**config.mk**
```make
export PLATFORM = sky130hd
export DESIGN_NAME = mem_stage_flat
export DESIGN_NICKNAME = d
export VERILOG_FILES = /design/src/rtl/mem_stage_if.sv /design/src/rtl/mem_stage.sv /design/src/flat_wrapper.sv
export SDC_FILE = /design/constraint.sdc
export NUM_CORES = 1
export LEC_CHECK = 0
export BUFFER_PORTS_ARGS = -buffer_cell sky130_fd_sc_hd__buf_2
export CAP_MARGIN = 15
export CORE_ASPECT_RATIO = 0.75
export CORE_MARGIN = 2
export CORE_UTILIZATION = 46
export CTS_CLUSTER_SIZE = 14
export DETAILED_ROUTE_END_ITERATION = 12
export GPL_TIMING_DRIVEN = 0
export MAX_ROUTING_LAYER = met4
export PLACE_DENSITY = 0.79
export SLEW_MARGIN = 20
export SYNTH_ARGS = -nofsm -noshare
export SYNTH_HDL_FRONTEND = slang
export SYNTH_SLANG_ARGS = --single-unit
```
**constraint.sdc**
```tcl
create_clock -name clk -period 1.45 [get_ports clk]
set_clock_uncertainty 0.1 [all_clocks]
set_input_delay 0.2175 -clock clk [delete_from_list [all_inputs] [get_ports clk]]
set_output_delay 0.2175 -clock clk [all_outputs]
set_load 0.03 [all_outputs]
```
**src/rtl/mem_stage_if.sv**
```systemverilog
// Data-memory request/acknowledge bus between the MEM stage and memory.
// The stage is the master; the memory model or controller is the slave.
interface mem_stage_if;
    logic        mem_req;
    logic        mem_we;
    logic [31:0] mem_addr;
    logic [31:0] mem_wdata;
    logic [31:0] mem_rdata;
    logic        mem_ack;

    modport master (
        output mem_req, mem_we, mem_addr, mem_wdata,
        input  mem_rdata, mem_ack
    );

    modport slave (
        input  mem_req, mem_we, mem_addr, mem_wdata,
        output mem_rdata, mem_ack
    );
endinterface

```
**src/rtl/mem_stage.sv**
```systemverilog
// Memory-access stage: issues loads/stores on a req/ack bus and stalls upstream.
// It holds the MEM-to-WB register and aborts accesses after a bounded wait.
module mem_stage #(
    parameter int TIMEOUT = 15
) (
    input  logic             clk,
    input  logic             rst,
    input  logic             WB_EN_IN,
    input  logic             MEM_R_EN_IN,
    input  logic             MEM_W_EN_IN,
    input  logic [31:0]      ALUResIn,
    input  logic [31:0]      STValIn,
    input  logic [4:0]       destIn,
    mem_stage_if.master      bus,
    output logic             freeze,
    output logic             bus_err,
    output logic             WB_EN,
    output logic             MEM_R_EN,
    output logic [31:0]      ALURes,
    output logic [31:0]      MemData,
    output logic [4:0]       dest
);
    localparam int CW = $clog2(TIMEOUT + 1);
    localparam logic [CW-1:0] LIMIT = CW'(TIMEOUT);

    typedef enum logic {S_IDLE, S_ACCESS} state_t;

    state_t      r_state, w_state;
    logic [CW-1:0] r_wcnt, w_wcnt;
    logic        r_req, w_req;
    logic        r_we, w_we;
    logic [31:0] r_addr, w_addr;
    logic [31:0] r_wdata, w_wdata;
    logic        r_err, w_err;
    logic        r_lwb, w_lwb;
    logic        r_lrd, w_lrd;
    logic [31:0] r_lalu, w_lalu;
    logic [4:0]  r_ldest, w_ldest;
    logic        r_wb, w_wb;
    logic        r_rd, w_rd;
    logic [31:0] r_alu, w_alu;
    logic [31:0] r_mdata, w_mdata;
    logic [4:0]  r_dest, w_dest;
    logic        w_freeze;
    logic        w_access;

    assign w_access = MEM_R_EN_IN | MEM_W_EN_IN;

    // Next-state, bus and MEM-to-WB values; the MEM-to-WB default is a bubble
    always_comb begin
        w_state  = r_state;
        w_wcnt   = r_wcnt;
        w_req    = r_req;
        w_we     = r_we;
        w_addr   = r_addr;
        w_wdata  = r_wdata;
        w_err    = r_err;
        w_lwb    = r_lwb;
        w_lrd    = r_lrd;
        w_lalu   = r_lalu;
        w_ldest  = r_ldest;
        w_wb     = 1'b0;
        w_rd     = 1'b0;
        w_alu    = '0;
        w_mdata  = '0;
        w_dest   = '0;
        w_freeze = 1'b0;
        unique case (r_state)
            S_IDLE: begin
                if (w_access) begin
                    w_lwb    = WB_EN_IN;
                    w_lrd    = MEM_R_EN_IN & ~MEM_W_EN_IN;
                    w_lalu   = ALUResIn;
                    w_ldest  = destIn;
                    w_req    = 1'b1;
                    w_we     = MEM_W_EN_IN;
                    w_addr   = {ALUResIn[31:2], 2'b00};
                    w_wdata  = STValIn;
                    w_state  = S_ACCESS;
                    w_wcnt   = CW'(1);
                    w_freeze = 1'b1;
                end else begin
                    w_wb   = WB_EN_IN;
                    w_alu  = ALUResIn;
                    w_dest = destIn;
                end
            end
            S_ACCESS: begin
                if (bus.mem_ack) begin
                    w_wb    = r_lwb;
                    w_rd    = r_lrd;
                    w_alu   = r_lalu;
                    w_dest  = r_ldest;
                    w_mdata = r_lrd ? bus.mem_rdata : 32'h0;
                    w_req   = 1'b0;
                    w_state = S_IDLE;
                    w_wcnt  = '0;
                end else if (r_wcnt == LIMIT) begin
                    w_req   = 1'b0;
                    w_err   = 1'b1;
                    w_state = S_IDLE;
                    w_wcnt  = '0;
                end else begin
                    w_freeze = 1'b1;
                    w_wcnt   = r_wcnt + CW'(1);
                end
            end
            default: w_state = S_IDLE;
        endcase
    end

    // State, bus and pipeline registers with synchronous reset
    always_ff @(posedge clk) begin
        if (rst) begin
            r_state <= S_IDLE;
            r_wcnt  <= '0;
            r_req   <= 1'b0;
            r_we    <= 1'b0;
            r_addr  <= '0;
            r_wdata <= '0;
            r_err   <= 1'b0;
            r_lwb   <= 1'b0;
            r_lrd   <= 1'b0;
            r_lalu  <= '0;
            r_ldest <= '0;
            r_wb    <= 1'b0;
            r_rd    <= 1'b0;
            r_alu   <= '0;
            r_mdata <= '0;
            r_dest  <= '0;
        end else begin
            r_state <= w_state;
            r_wcnt  <= w_wcnt;
            r_req   <= w_req;
            r_we    <= w_we;
            r_addr  <= w_addr;
            r_wdata <= w_wdata;
            r_err   <= w_err;
            r_lwb   <= w_lwb;
            r_lrd   <= w_lrd;
            r_lalu  <= w_lalu;
            r_ldest <= w_ldest;
            r_wb    <= w_wb;
            r_rd    <= w_rd;
            r_alu   <= w_alu;
            r_mdata <= w_mdata;
            r_dest  <= w_dest;
        end
    end

    assign bus.mem_req   = r_req;
    assign bus.mem_we    = r_we;
    assign bus.mem_addr  = r_addr;
    assign bus.mem_wdata = r_wdata;
    assign freeze        = w_freeze;
    assign bus_err       = r_err;
    assign WB_EN         = r_wb;
    assign MEM_R_EN      = r_rd;
    assign ALURes        = r_alu;
    assign MemData       = r_mdata;
    assign dest          = r_dest;
endmodule

```
**src/flat_wrapper.sv**
```systemverilog
// flat-port wrapper written by rule: the top's interface ports become plain ports
module mem_stage_flat 
#(
    parameter int TIMEOUT = 15
)
  (clk, rst, WB_EN_IN, MEM_R_EN_IN, MEM_W_EN_IN, ALUResIn, STValIn, destIn, freeze, bus_err, WB_EN, MEM_R_EN, ALURes, MemData, dest, bus_mem_req, bus_mem_we, bus_mem_addr, bus_mem_wdata, bus_mem_rdata, bus_mem_ack);
  mem_stage_if bus_i ();
  input  logic clk;
  input  logic rst;
  input  logic WB_EN_IN;
  input  logic MEM_R_EN_IN;
  input  logic MEM_W_EN_IN;
  input  logic [31:0] ALUResIn;
  input  logic [31:0] STValIn;
  input  logic [4:0] destIn;
  output logic freeze;
  output logic bus_err;
  output logic WB_EN;
  output logic MEM_R_EN;
  output logic [31:0] ALURes;
  output logic [31:0] MemData;
  output logic [4:0] dest;
  output wire logic [$bits(bus_i.mem_req)-1:0] bus_mem_req;
  output wire logic [$bits(bus_i.mem_we)-1:0] bus_mem_we;
  output wire logic [$bits(bus_i.mem_addr)-1:0] bus_mem_addr;
  output wire logic [$bits(bus_i.mem_wdata)-1:0] bus_mem_wdata;
  input wire logic [$bits(bus_i.mem_rdata)-1:0] bus_mem_rdata;
  input wire logic [$bits(bus_i.mem_ack)-1:0] bus_mem_ack;
  assign bus_mem_req = bus_i.mem_req;
  assign bus_mem_we = bus_i.mem_we;
  assign bus_mem_addr = bus_i.mem_addr;
  assign bus_mem_wdata = bus_i.mem_wdata;
  assign bus_i.mem_rdata = bus_mem_rdata;
  assign bus_i.mem_ack = bus_mem_ack;
  mem_stage #(.TIMEOUT(TIMEOUT)) u_core (.clk(clk), .rst(rst), .WB_EN_IN(WB_EN_IN), .MEM_R_EN_IN(MEM_R_EN_IN), .MEM_W_EN_IN(MEM_W_EN_IN), .ALUResIn(ALUResIn), .STValIn(STValIn), .destIn(destIn), .bus(bus_i), .freeze(freeze), .bus_err(bus_err), .WB_EN(WB_EN), .MEM_R_EN(MEM_R_EN), .ALURes(ALURes), .MemData(MemData), .dest(dest));
endmodule
```
Word level (Yosys, flattened, before mapping)
Cells that the tools add are included.
- logic and storage cells: 52
- flip-flop bits (word level): 180
- reductions and logical operators: 5
- muxes and demuxes: 21
- equal/unequal tests: 3
- $add $sub $neg: 1
- bitwise operators: 6
- operator list (kind ; count):
    $mux 32 ; 2
    $pmux 32 s2 ; 1
    $mux 4 ; 3
    $mux 5 ; 2
    $pmux 5 s2 ; 1
    $mux 1 ; 8
    $pmux 4 s2 ; 1
    $pmux 1 s2 ; 3
    $add 4x1->4 const B ; 1
    $eq 4x4->1 const B ; 1
    $not 1->1 ; 4
    $reduce_and 2->1 ; 2
    $reduce_or 4->1 ; 1
    $ne 3x3->1 const B ; 1
    $reduce_and 3->1 ; 1
    $reduce_or 3->1 ; 1
    $ne 2x1->1 const B ; 1
    $and 1x1->1 ; 1
    $or 1x1->1 ; 1

Longest topological paths before layout
Gate-level depths: netlist of run 1.
- depth after elaboration: 4
- depth in mapped cells: 6

Worst setup path before layout of run 1
OpenSTA, ideal clock, no wires.
- path kind: register -> output
- start: reg u_core.r_wcnt[0]
- end: out freeze
- cell stages (with the launch flop): 5
- slack: -0.177 ns
- buffers on the path: 0
- required time: 1.133 ns
- arrival: 1.309 ns
- cell sequence: dfxtp_1 > ha_1 > and3_1 > o21a_1 > nor2_1
- longest elaborated chain between the ends: 4
- RTL lines (what ; RTL line ; text):
    start, declared ; mem_stage.sv:29 ; logic [CW-1:0] r_wcnt, w_wcnt;
    start signal, assigned ; mem_stage.sv:133 ; r_wcnt <= w_wcnt;
    $eq 4x4->1 ; mem_stage.sv:98 ; end else if (r_wcnt == LIMIT) begin
    $mux 1 ; mem_stage.sv:98 ;
    $mux 1 ; mem_stage.sv:89 ; if (bus.mem_ack) begin
    $pmux 1 s2 ; mem_stage.sv:68 ; unique case (r_state)
    end, declared ; flat_wrapper.sv:16 ; output logic freeze;
No other way between the ends.

Worst setup path in the final report of run 1
- start: reg u_core.r_wcnt[1]
- end: out freeze
The elaborated chain is that of the path after synthesis.

==> flow_metrics.tcl, run 1 <==
set metrics [dict create \
    status "complete, but fails checks" \
    violations "negative setup slack" \
    cts_root_buf "clkbuf_16" \
    clockBufferDepth 2 \
    tns_ns -0.394 \
    syn-cell-area_mm2 0.00523 \
    worst_r2r_path_depth 6 \
    vias 5498 \
    fmax_mhz 547 \
    drtAntennaViolNets 0 \
    ys_seq_area_frac 0.575 \
    core_mm2 0.0110 \
    synth_compound_area_frac 0.138 \
    synth-simple-area-share 0.189 \
    synth_top_flop_cell "dfxtp_1" \
    synth_edf_count 0 \
    ir_drop_mv 0.876 \
    hold-worst-slack_ns 0.0602 \
    synth_top_area_frac 0.575 \
    worstPathArrival_ns 1.51 \
    io_pins 246 \
    grt_overflow 0 \
    antenna_found_initial 2 \
    n_fill_cell 737 \
    cp.required_ns 1.13 \
    wl_per_cell_um 16.4 \
    avgSynthCellArea_um2 9.07 \
    fin_crit_ns 1.83 \
    finalSetupViolCount 3 \
    dieArea_mm2 0.0122 \
    die_h_um 96.3 \
    power_density_mw_per_mm2 1240 \
    path_max_fanout 3 \
    hold_path.class "primary input to flop" \
    worst_pin_slew_ns 0.632 \
    finalHoldViolCount 0 \
    drc_errors 0 \
    power.total_uw 10500 \
    drv_slew 0 \
    htreeDepth 4 \
    insertion_delay_ns 0.41 \
    crit_type "flop to output port" \
    slew_headroom 0.579 \
    end_kind "output port" \
    dp.final_hpwl_um 10100 \
    port_buffers 242 \
    synth_xor_xnor_area_share 0 \
    grt_max_degree 17 \
    globalplace.congestion 0.831 \
    drive_above_1_share 0.380 \
    cts.sinks 150 \
    fin_ws_ns -0.379 \
    cts_tree "done" \
    reg2reg_from "u_core.r_wcnt[1]" \
    worstReg2RegEnd "u_core.r_state" \
    start_util 0.476 \
    leakagePower_uw 0.00409 \
    clkTransAtPathRegs_ns 0.06 \
    cap_violations 0 \
    die_w_um 127 \
    wl_um 18200 \
    synth_area_leaders "dfxtp_1, nand2_1, a21oi_1" \
    synthCells 576 \
    grt_use_total 0.299 \
    hold-path-cell-count 3 \
    rsz0062_at_grt "yes" \
    numCtsBuffers 17 \
    rows 33 \
    holdPathEnd "u_core.r_wcnt[3]" \
    ys_warn_count 0 \
    synth.area.mux_share 0 \
    synth_top_family_by_area "simple AND/OR/NAND/NOR gates" \
    yosysUniqueCellTypes 32 \
    nets 1058 \
    dr.first_iter.drc_count 286 \
    synthAdderAreaFrac 0.00239 \
    grt_pass1_vias 5452 \
    synth_top_cell_by_area "dfxtp_1" \
    grt_pass1_wl_um 27400 \
    worstHoldStart "bus_mem_ack" \
    synth_seq_cells 150 \
    r2r_setup_slack_ns -0.01 \
    period_share 1.26 \
    drt_pass1_iterations 5 \
    async_flop_share 0 \
    viasPerCell 4.98 \
    area_growth_pct 62.9 \
    critPathLaunchType "flop" \
]
## worst max path at each step
stage / from / end / slack, ns / cells after the start
4_1_cts: u_core.r_wcnt[0] / freeze / -0.40 / 5
6_report: u_core.r_wcnt[1] / freeze / -0.38 / 5
3_5_place_dp: rst / u_core.ALURes[3] / -0.16 / 4
5_1_grt: u_core.r_wcnt[1] / freeze / -0.42 / 5
3_3_place_gp: rst / u_core.ALURes[3] / -0.18 / 4
2_1_floorplan: u_core.r_wcnt[0] / freeze / 0.02 / 4
## synth_stat cells (all sizes together) (2+ instances only)
cell,number
a22oi,39
a21oi,75
clkbuf,13
inv,2
buf,59
nor2b,2
nor3,4
and2,33
nor2,43
dfxtp,150
nand2,141
## cell families after synthesis
logic type | count (synthesis)
adder cells (fa/ha/maj) | 1
buffers and inverters | 74
flip-flops | 150
AND/OR/NAND/NOR | 230
other | 1
AO/OA/AOI/OAI | 120
## registers in the layout (all words and copies together) (netlist names)
register	count
u_core.r_lrd	1
u_core.bus.mem_req	1
u_core.MEM_R_EN	1
u_core.bus.mem_wdata	32
u_core.ALURes	32
u_core.dest	5
u_core.bus_err	1
u_core.r_ldest	5
u_core.bus.mem_we	1
u_core.r_lwb	1
u_core.r_state	1
u_core.MemData	32
u_core.r_wcnt	4
u_core.WB_EN	1
u_core.r_lalu	32
## report_power, final
group	leakage, µW	internal (µW)	switching [µW]
sequential	0.00123	4320	109
combinational	0.00259	765	976
clock	0.000278	2550	1800
## cell type report
cell class,instances,area (µm²),area share
repair buffers,354,2360,0.278
flip-flops and latches,150,3010,0.354
clock inverters,13,146,0.0172
well taps,140,175,0.0206
multi-input cells,353,1810,0.213
clock buffers,19,433,0.0509
plain buffers,72,559,0.0657
inverters,2,7.51,0.000882
diodes,2,5.00,0.000588
## routing by layer
layer | wire (µm) | vias up | track usage | share of wire
met3 | 1350 | 36 | 0.0812 | 0.074
met5 | 0 | - | - | 0
li1 | - | 2611 | - | -
met4 | 422 | 0 | 0.115 | 0.023
met2 | 9130 | 238 | 0.532 | 0.50
met1 | 7260 | 2613 | 0.324 | 0.40
## stage by stage
stage	worst slack (ns)	std cells	util	area [µm²]
finish	-0.379	1105	0.775	8510
global route	-0.416	1105	0.775	8510
CTS	-0.401	1097	0.755	8290
detailed placement	-0.159	959	0.603	6620
global placement	-0.180	959	0.603	6620
floorplan	0.0222	577	-	5240
## critical path, cell delays in order (launching register included)
cell	delay, ns
dfxtp_2	0.34
ha_4	0.17
and3_4	0.18
o21a_4	0.20
nor2_4	0.08
buf_6	0.13
## repair_timing
action / CTS / global route
endpoints found under the hold margin: 138 / 0
pin swaps: 3 / 5
buffers inserted: 4 / 4
endpoints found under the setup margin: 24 / 125
hold buffers: 102 / 0
gates resized for setup: 11 / 45
cloned: 0 / 2
## cell usage in the layout, fill, tap and decap left out, drive strengths merged, types with 2 or more instances in the layout
cell,instances
conb,2
nor3,4
diode,2
inv,5
buf,301
a21oi,75
nand2,141
bufinv,2
nor2,43
dfxtp,150
clkinvlp,2
dlygate4sd3,102
and2,33
a22oi,39
nor2b,2
clkinv,6
clkbuf,42
No activity file was read; power rests on OpenSTA's default activity.
==> inputs of run 2 (changes only) <==
--- a/config.mk
+++ b/config.mk
@@ -10,11 +10,12 @@
 export CORE_ASPECT_RATIO = 0.75
 export CORE_MARGIN = 2
 export CORE_UTILIZATION = 46
-export CTS_CLUSTER_SIZE = 14
+export CTS_CLUSTER_SIZE = 12
 export DETAILED_ROUTE_END_ITERATION = 12
 export GPL_TIMING_DRIVEN = 0
 export MAX_ROUTING_LAYER = met4
 export PLACE_DENSITY = 0.79
+export SETUP_SLACK_MARGIN = 0.5
 export SLEW_MARGIN = 20
 export SYNTH_ARGS = -nofsm -noshare
 export SYNTH_HDL_FRONTEND = slang
==> run 2 against run 1 <==
Effect of this change: the run now fails in 4_1_cts; synthesized cell count did not move; synthesized area stayed put.
==> flow_metrics.tcl, run 2 <==
set metrics [dict create \
    clockBufferDepth 2 \
    async_flop_share 0 \
    port_buffers 242 \
    lastStage "4_1_cts" \
    htreeDepth 4 \
    ys_seq_area_frac 0.575 \
    globalplace.congestion 0.849 \
    avgSynthCellArea_um2 9.07 \
    synth_top_area_frac 0.575 \
    synth_area_leaders "dfxtp_1, nand2_1, a21oi_1" \
    placed_cell_area_mm2 0.00675 \
    io_pins 246 \
    die_h_um 96.3 \
    status "did not finish" \
    die_w_um 127 \
    cts.sinks 150 \
    cts_setup_buffers 64 \
    start_util 0.476 \
    synth_edf_count 0 \
    ys_warn_count 0 \
    numCtsBuffers 17 \
    post_cts_resized 532 \
    dp.final_hpwl_um 10800 \
    syn-cell-area_mm2 0.00523 \
    error "[ERROR DPL-0033] detailed placement checks failed during check placement." \
    synthCells 576 \
    yosysUniqueCellTypes 32 \
    synth_top_flop_cell "dfxtp_1" \
    post-synth-top-count-cell "dfxtp_1" \
    ctsHoldBuffers 102 \
    synth_top_cell_by_area "dfxtp_1" \
    synth_seq_cells 150 \
    dp_cells 959 \
    rows 33 \
    cts_root_buf "clkbuf_16" \
    synth.top_cells.by_count "dfxtp_1, nand2_1, a21oi_1" \
]
## run 2: logic make-up after synthesis
| family | Yosys count | synth area share |
|---|---|---|
| other | 1 | 0.000718 |
| AO/OA/AOI/OAI | 120 | 0.138 |
| flip-flops | 150 | 0.575 |
| adder cells (fa/ha/maj) | 1 | 0.00239 |
| buffers and inverters | 74 | 0.0951 |
| AND/OR/NAND/NOR | 230 | 0.189 |
## run 2: per-stage QoR
stage                     utilization  TNS, ns  worst slack [ns]
after floorplan                     -        0            0.0550
after global placement          0.615   -0.591            -0.108
after detailed placement        0.615    -2.21            -0.118
==> inputs of run 3 (changes only) <==
--- a/config.mk
+++ b/config.mk
@@ -7,15 +7,11 @@
 export LEC_CHECK = 0
 export BUFFER_PORTS_ARGS = -buffer_cell sky130_fd_sc_hd__buf_2
 export CAP_MARGIN = 15
-export CORE_ASPECT_RATIO = 0.75
 export CORE_MARGIN = 2
-export CORE_UTILIZATION = 46
-export CTS_CLUSTER_SIZE = 12
+export CORE_UTILIZATION = 40
 export DETAILED_ROUTE_END_ITERATION = 12
 export GPL_TIMING_DRIVEN = 0
-export MAX_ROUTING_LAYER = met4
-export PLACE_DENSITY = 0.79
-export SETUP_SLACK_MARGIN = 0.5
+export PLACE_DENSITY_LB_ADDON = 0.15
 export SLEW_MARGIN = 20
 export SYNTH_ARGS = -nofsm -noshare
 export SYNTH_HDL_FRONTEND = slang
==> run 3 against run 2 <==
Effect of this change: the flow now finishes, with violations (negative setup slack).
==> flow_metrics.tcl, run 3 (synthesis gave the netlist of run 1 again) <==
set metrics [dict create \
    fin_crit_ns 1.82 \
    pwr-share-clk 0.420 \
    crit_buf_inv 1 \
    violations "negative setup slack" \
    drtAntennaViolNets 0 \
    end_kind "output port" \
    worst_pin_slew_ns 0.572 \
    dieArea_mm2 0.0140 \
    final_common_cell "buf_2" \
    power.total_uw 10500 \
    finalHoldViolCount 0 \
    die_w_um 118 \
    viasPerCell 4.65 \
    numCtsBuffers 17 \
    ir_drop_mv 0.636 \
    io_pins 246 \
    power_density_mw_per_mm2 1240 \
    grt_pass1_vias 5344 \
    wl_um 16300 \
    area_growth_pct 62.2 \
    vias 5247 \
    hold_path.class "primary input to flop" \
    final_cell_area_mm2 0.00847 \
    path_max_fanout 3 \
    fmax_mhz 548 \
    port_buffers 242 \
    cp.required_ns 1.13 \
    drc_errors 0 \
    n_antenna_cell 0 \
    grt_max_degree 17 \
    cts.sinks 150 \
    critPathLaunchType "flop" \
    period_share 1.26 \
    use_met2 0.431 \
    busiest_layer "met2" \
    cpPeakStageDelay_ns 0.33 \
    start_util 0.412 \
    nets 1052 \
    critPathSlowestCell "dfxtp_2" \
    crit_type "flop to output port" \
    clockBufferDepth 2 \
    worstPathArrival_ns 1.51 \
    die_h_um 118 \
    antenna_found_initial 0 \
    fin_ws_ns -0.373 \
    globalplace.congestion 0.776 \
    cts_root_buf "clkbuf_16" \
    swShare 0.255 \
    dp.final_hpwl_um 10700 \
    wl_per_cell_um 14.4 \
    cap_violations 0 \
    drt_pass1_iterations 4 \
    gr-usage-met1 0.254 \
    p_int_uw 7840 \
    status "complete, but fails checks" \
    drive_above_1_share 0.373 \
    hold-worst-slack_ns 0.0689 \
    switching_power_uw 2680 \
    insertion_delay_ns 0.42 \
    leakagePower_uw 0.00406 \
    drv_slew 0 \
    p_seq_frac 0.420 \
    grt_pass1_wl_um 26200 \
    dr.first_iter.drc_count 247 \
    power_frac_comb 0.160 \
    grt_use_total 0.235 \
    rows 41 \
    path_cells "ha_4 > and3_4 > o21a_4 > nor2_4 > buf_6" \
    final_cell_mix "buf_2, dfxtp_1, nand2_1, dlygate4sd3_1, a21oi_1" \
    cp_top_family "flip-flops" \
    core_mm2 0.0127 \
    rsz0062_at_grt "yes" \
    htreeDepth 4 \
    met3_usage 0.0782 \
    grt_overflow 0 \
    finalSetupViolCount 1 \
    cts_tree "done" \
    placed_cell_area_mm2 0.00666 \
    clkTransAtPathRegs_ns 0.06 \
    slew_headroom 0.619 \
]
[run 3: final cells by class]
| type | instances | area [µm²] |
|---|---|---|
| fillers | 996 | 4200 |
| flip-flops and latches | 150 | 3010 |
| repair buffers | 348 | 2290 |
| multi-input cells | 353 | 1810 |
| plain buffers | 72 | 562 |
| clock buffers | 22 | 464 |
| well taps | 172 | 215 |
| clock inverters | 9 | 126 |
| inverters | 2 | 7.51 |
[run 3: final timing paths]
check                                               end                    start  cells past startpoint  slack (ns)
worst max-delay path                             freeze         u_core.r_wcnt[0]                      5       -0.37
worst min-delay path                   u_core.r_wcnt[3]              bus_mem_ack                      3        0.07
worst max register to register        u_core.MemData[3]           u_core.r_state                      4        0.06
worst min register to register  u_core.bus.mem_wdata[4]  u_core.bus.mem_wdata[4]                      2        0.35
[run 3: repair_timing]
action,in CTS,in global routing
setup buffers,4,0
hold buffers,102,0
endpoints found under the setup margin,40,131
pin swaps,2,2
gates resized for setup,15,42
hold endpoints to repair,138,0
[run 3: power by group through the flow]
stage	clock [µW]	combinational (µW)	sequential, µW
4_1_cts	4490	1620	4420
6_report	4420	1680	4420
5_1_grt	4670	1810	4440
2_1_floorplan	0	684	4700
3_3_place_gp	0	1350	4490
3_5_place_dp	0	1370	4500
[run 3: metal layers]
metal	part of all wire	wire length, µm
met3	0.073	1190
met5	0	0
met4	0.012	190
met2	0.52	8390
met1	0.40	6510
[run 3: metrics by stage]
stage | std cells | setup slack (ns) | TNS [ns] | util
floorplan | 577 | 0.0222 | 0 | -
global placement | 991 | -0.137 | -4.22 | 0.526
detailed placement | 991 | -0.141 | -7.80 | 0.526
CTS | 1128 | -0.420 | -0.421 | 0.659
global route | 1128 | -0.419 | -0.420 | 0.669
finish | 1128 | -0.373 | -0.373 | 0.669
[run 3: worst register-to-register path: stages (launching register included)]
cell	delay, ns
dfxtp_1	0.32
and2_2	0.22
and3b_2	0.27
clkbuf_2	0.18
and2_1	0.19
==> inputs of run 4 (changes only) <==
--- a/config.mk
+++ b/config.mk
@@ -11,7 +11,7 @@
 export CORE_UTILIZATION = 40
 export DETAILED_ROUTE_END_ITERATION = 12
 export GPL_TIMING_DRIVEN = 0
-export PLACE_DENSITY_LB_ADDON = 0.15
+export PLACE_DENSITY = 0.68
 export SLEW_MARGIN = 20
 export SYNTH_ARGS = -nofsm -noshare
 export SYNTH_HDL_FRONTEND = slang
==> run 4 against run 3 <==
Effect of this change: the flow still finishes with violations (negative setup slack); sequential cell count is the same; non-clock buffer count up 6; final cell count up 0.62%.
==> flow_metrics.tcl, run 4 (synthesis gave the netlist of run 1 again) <==
set metrics [dict create \
    fin_crit_ns 1.81 \
    worstPathArrival_ns 1.49 \
    cpPeakStageDelay_ns 0.34 \
    period_share 1.25 \
    n_antenna_cell 0 \
    nets 1058 \
    end_kind "output port" \
    hold-worst-slack_ns 0.0565 \
    insertion_delay_ns 0.42 \
    drt_pass1_iterations 4 \
    grt_max_degree 17 \
    ir_drop_mv 0.908 \
    grt_pass1_vias 5207 \
    fmax_mhz 552 \
    n_fill_cell 991 \
    finalHoldViolCount 0 \
    rsz0062_at_grt "yes" \
    violations "negative setup slack" \
    dieArea_mm2 0.0140 \
    drive_above_1_share 0.377 \
    finalSetupViolCount 1 \
    drc_errors 0 \
    cap_violations 0 \
    clkTransAtPathRegs_ns 0.06 \
    grt_pass1_wl_um 25800 \
    placed_cell_area_mm2 0.00666 \
    viasPerCell 4.55 \
    path_cells "ha_4 > and3_4 > o21a_4 > nor2_4 > buf_6" \
    place_ws_ns -0.167 \
    grt_overflow 0 \
    critPathLaunchType "flop" \
    ff_latch_area_mm2 0.00301 \
    power_frac_comb 0.160 \
    hold_path.class "primary input to flop" \
    critPathSlowestCell "dfxtp_2" \
    rows 41 \
    cts.sinks 150 \
    final_cell_area_mm2 0.00850 \
    switching_power_uw 2760 \
    cp.required_ns 1.13 \
    p_int_uw 7730 \
    htreeDepth 4 \
    vias 5160 \
    numCtsBuffers 17 \
    grt_use_total 0.233 \
    antenna_found_initial 0 \
    status "complete, but fails checks" \
    fin_ws_ns -0.361 \
    area_growth_pct 62.6 \
    cts_tree "done" \
    io_pins 246 \
    dp.final_hpwl_um 10300 \
    clockBufferDepth 2 \
    drtAntennaViolNets 0 \
    p_seq_frac 0.421 \
    leakagePower_uw 0.00408 \
    die_w_um 118 \
    core_mm2 0.0127 \
    die_h_um 118 \
    path_max_fanout 2 \
    pwr-share-clk 0.419 \
    globalplace.congestion 0.749 \
    drv_slew 0 \
    wl_um 16400 \
    start_util 0.412 \
    final_cell_mix "buf_2, dfxtp_1, nand2_1, dlygate4sd3_1, a21oi_1" \
    crit_type "flop to output port" \
    swShare 0.263 \
    cts_root_buf "clkbuf_16" \
    power_density_mw_per_mm2 1230 \
    multi_input_area_mm2 0.00179 \
    port_buffers 242 \
    final_common_cell "buf_2" \
    wl_per_cell_um 14.4 \
    dr.first_iter.drc_count 220 \
]
==> run 4: cell count changes in the layout (fill, tap and decap cells not counted), sizes merged <==
cell / previous run / this run
buf: 301 / 306
clkinvlp: 1 / 3
bufinv: 3 / 2
inv: 2 / 3
==> run 4: area by class of cell <==
cell class	count	area share
inverter	2	0.000884
tap	172	0.0253
clock inverter	11	0.0146
sequential	150	0.354
buffer	72	0.0648
clock buffer	21	0.0554
timing repair buffer	354	0.274
multi-input combinational	353	0.210
==> run 4: worst paths after layout <==
check                           startpoint                        to  slack, ns  depth (start not counted)
setup / recovery          u_core.r_wcnt[0]                    freeze      -0.36                          5
setup reg to reg          u_core.r_wcnt[0]            u_core.r_state       0.04                          6
hold / removal                 bus_mem_ack          u_core.r_wcnt[3]       0.06                          3
hold reg to reg   u_core.bus.mem_wdata[29]  u_core.bus.mem_wdata[29]       0.35                          2
==> run 4: repair_timing <==
item / in CTS / in global routing
hold endpoints to repair: 139 / 0
hold buffers: 102 / 0
pin swaps: 4 / 5
buffers inserted: 7 / 3
cloned: 0 / 0
resized for setup: 16 / 36
endpoints found under the setup margin: 47 / 82
==> run 4: per-layer routing <==
layer | vias up | share of wire | track usage
met5 | - | 0 | 0
met4 | 0 | 0.013 | 0.0738
met3 | 18 | 0.067 | 0.0700
met2 | 203 | 0.51 | 0.419
met1 | 2327 | 0.41 | 0.262
li1 | 2612 | - | -
==> run 4: power groups by stage <==
stage          sequential [µW]  clock, µW  combinational [µW]
2_1_floorplan             4700          0                 684
3_3_place_gp              4490          0                1360
5_1_grt                   4440       4640                1800
3_5_place_dp              4500          0                1370
4_1_cts                   4410       4460                1620
6_report                  4420       4400                1680
==> run 4: critical path, delay by kind of cell, from the launching register on <==
| family | cells | cell delay [ns] |
|---|---|---|
| compound gates | 1 | 0.20 |
| flops | 1 | 0.34 |
| fa+ha+maj | 1 | 0.15 |
| simple gates | 2 | 0.26 |
| buf+inv | 1 | 0.13 |
==> run 4: stage by stage <==
stage	total power [µW]	cells	util	setup TNS [ns]
2_1_floorplan	5390	577	-	0
3_3_place_gp	5860	991	0.526	-5.42
3_5_place_dp	5870	991	0.526	-5.31
4_1_cts	10500	1132	0.661	-0.431
5_1_grt	10900	1135	0.671	-0.434
6_report	10500	1135	0.671	-0.361
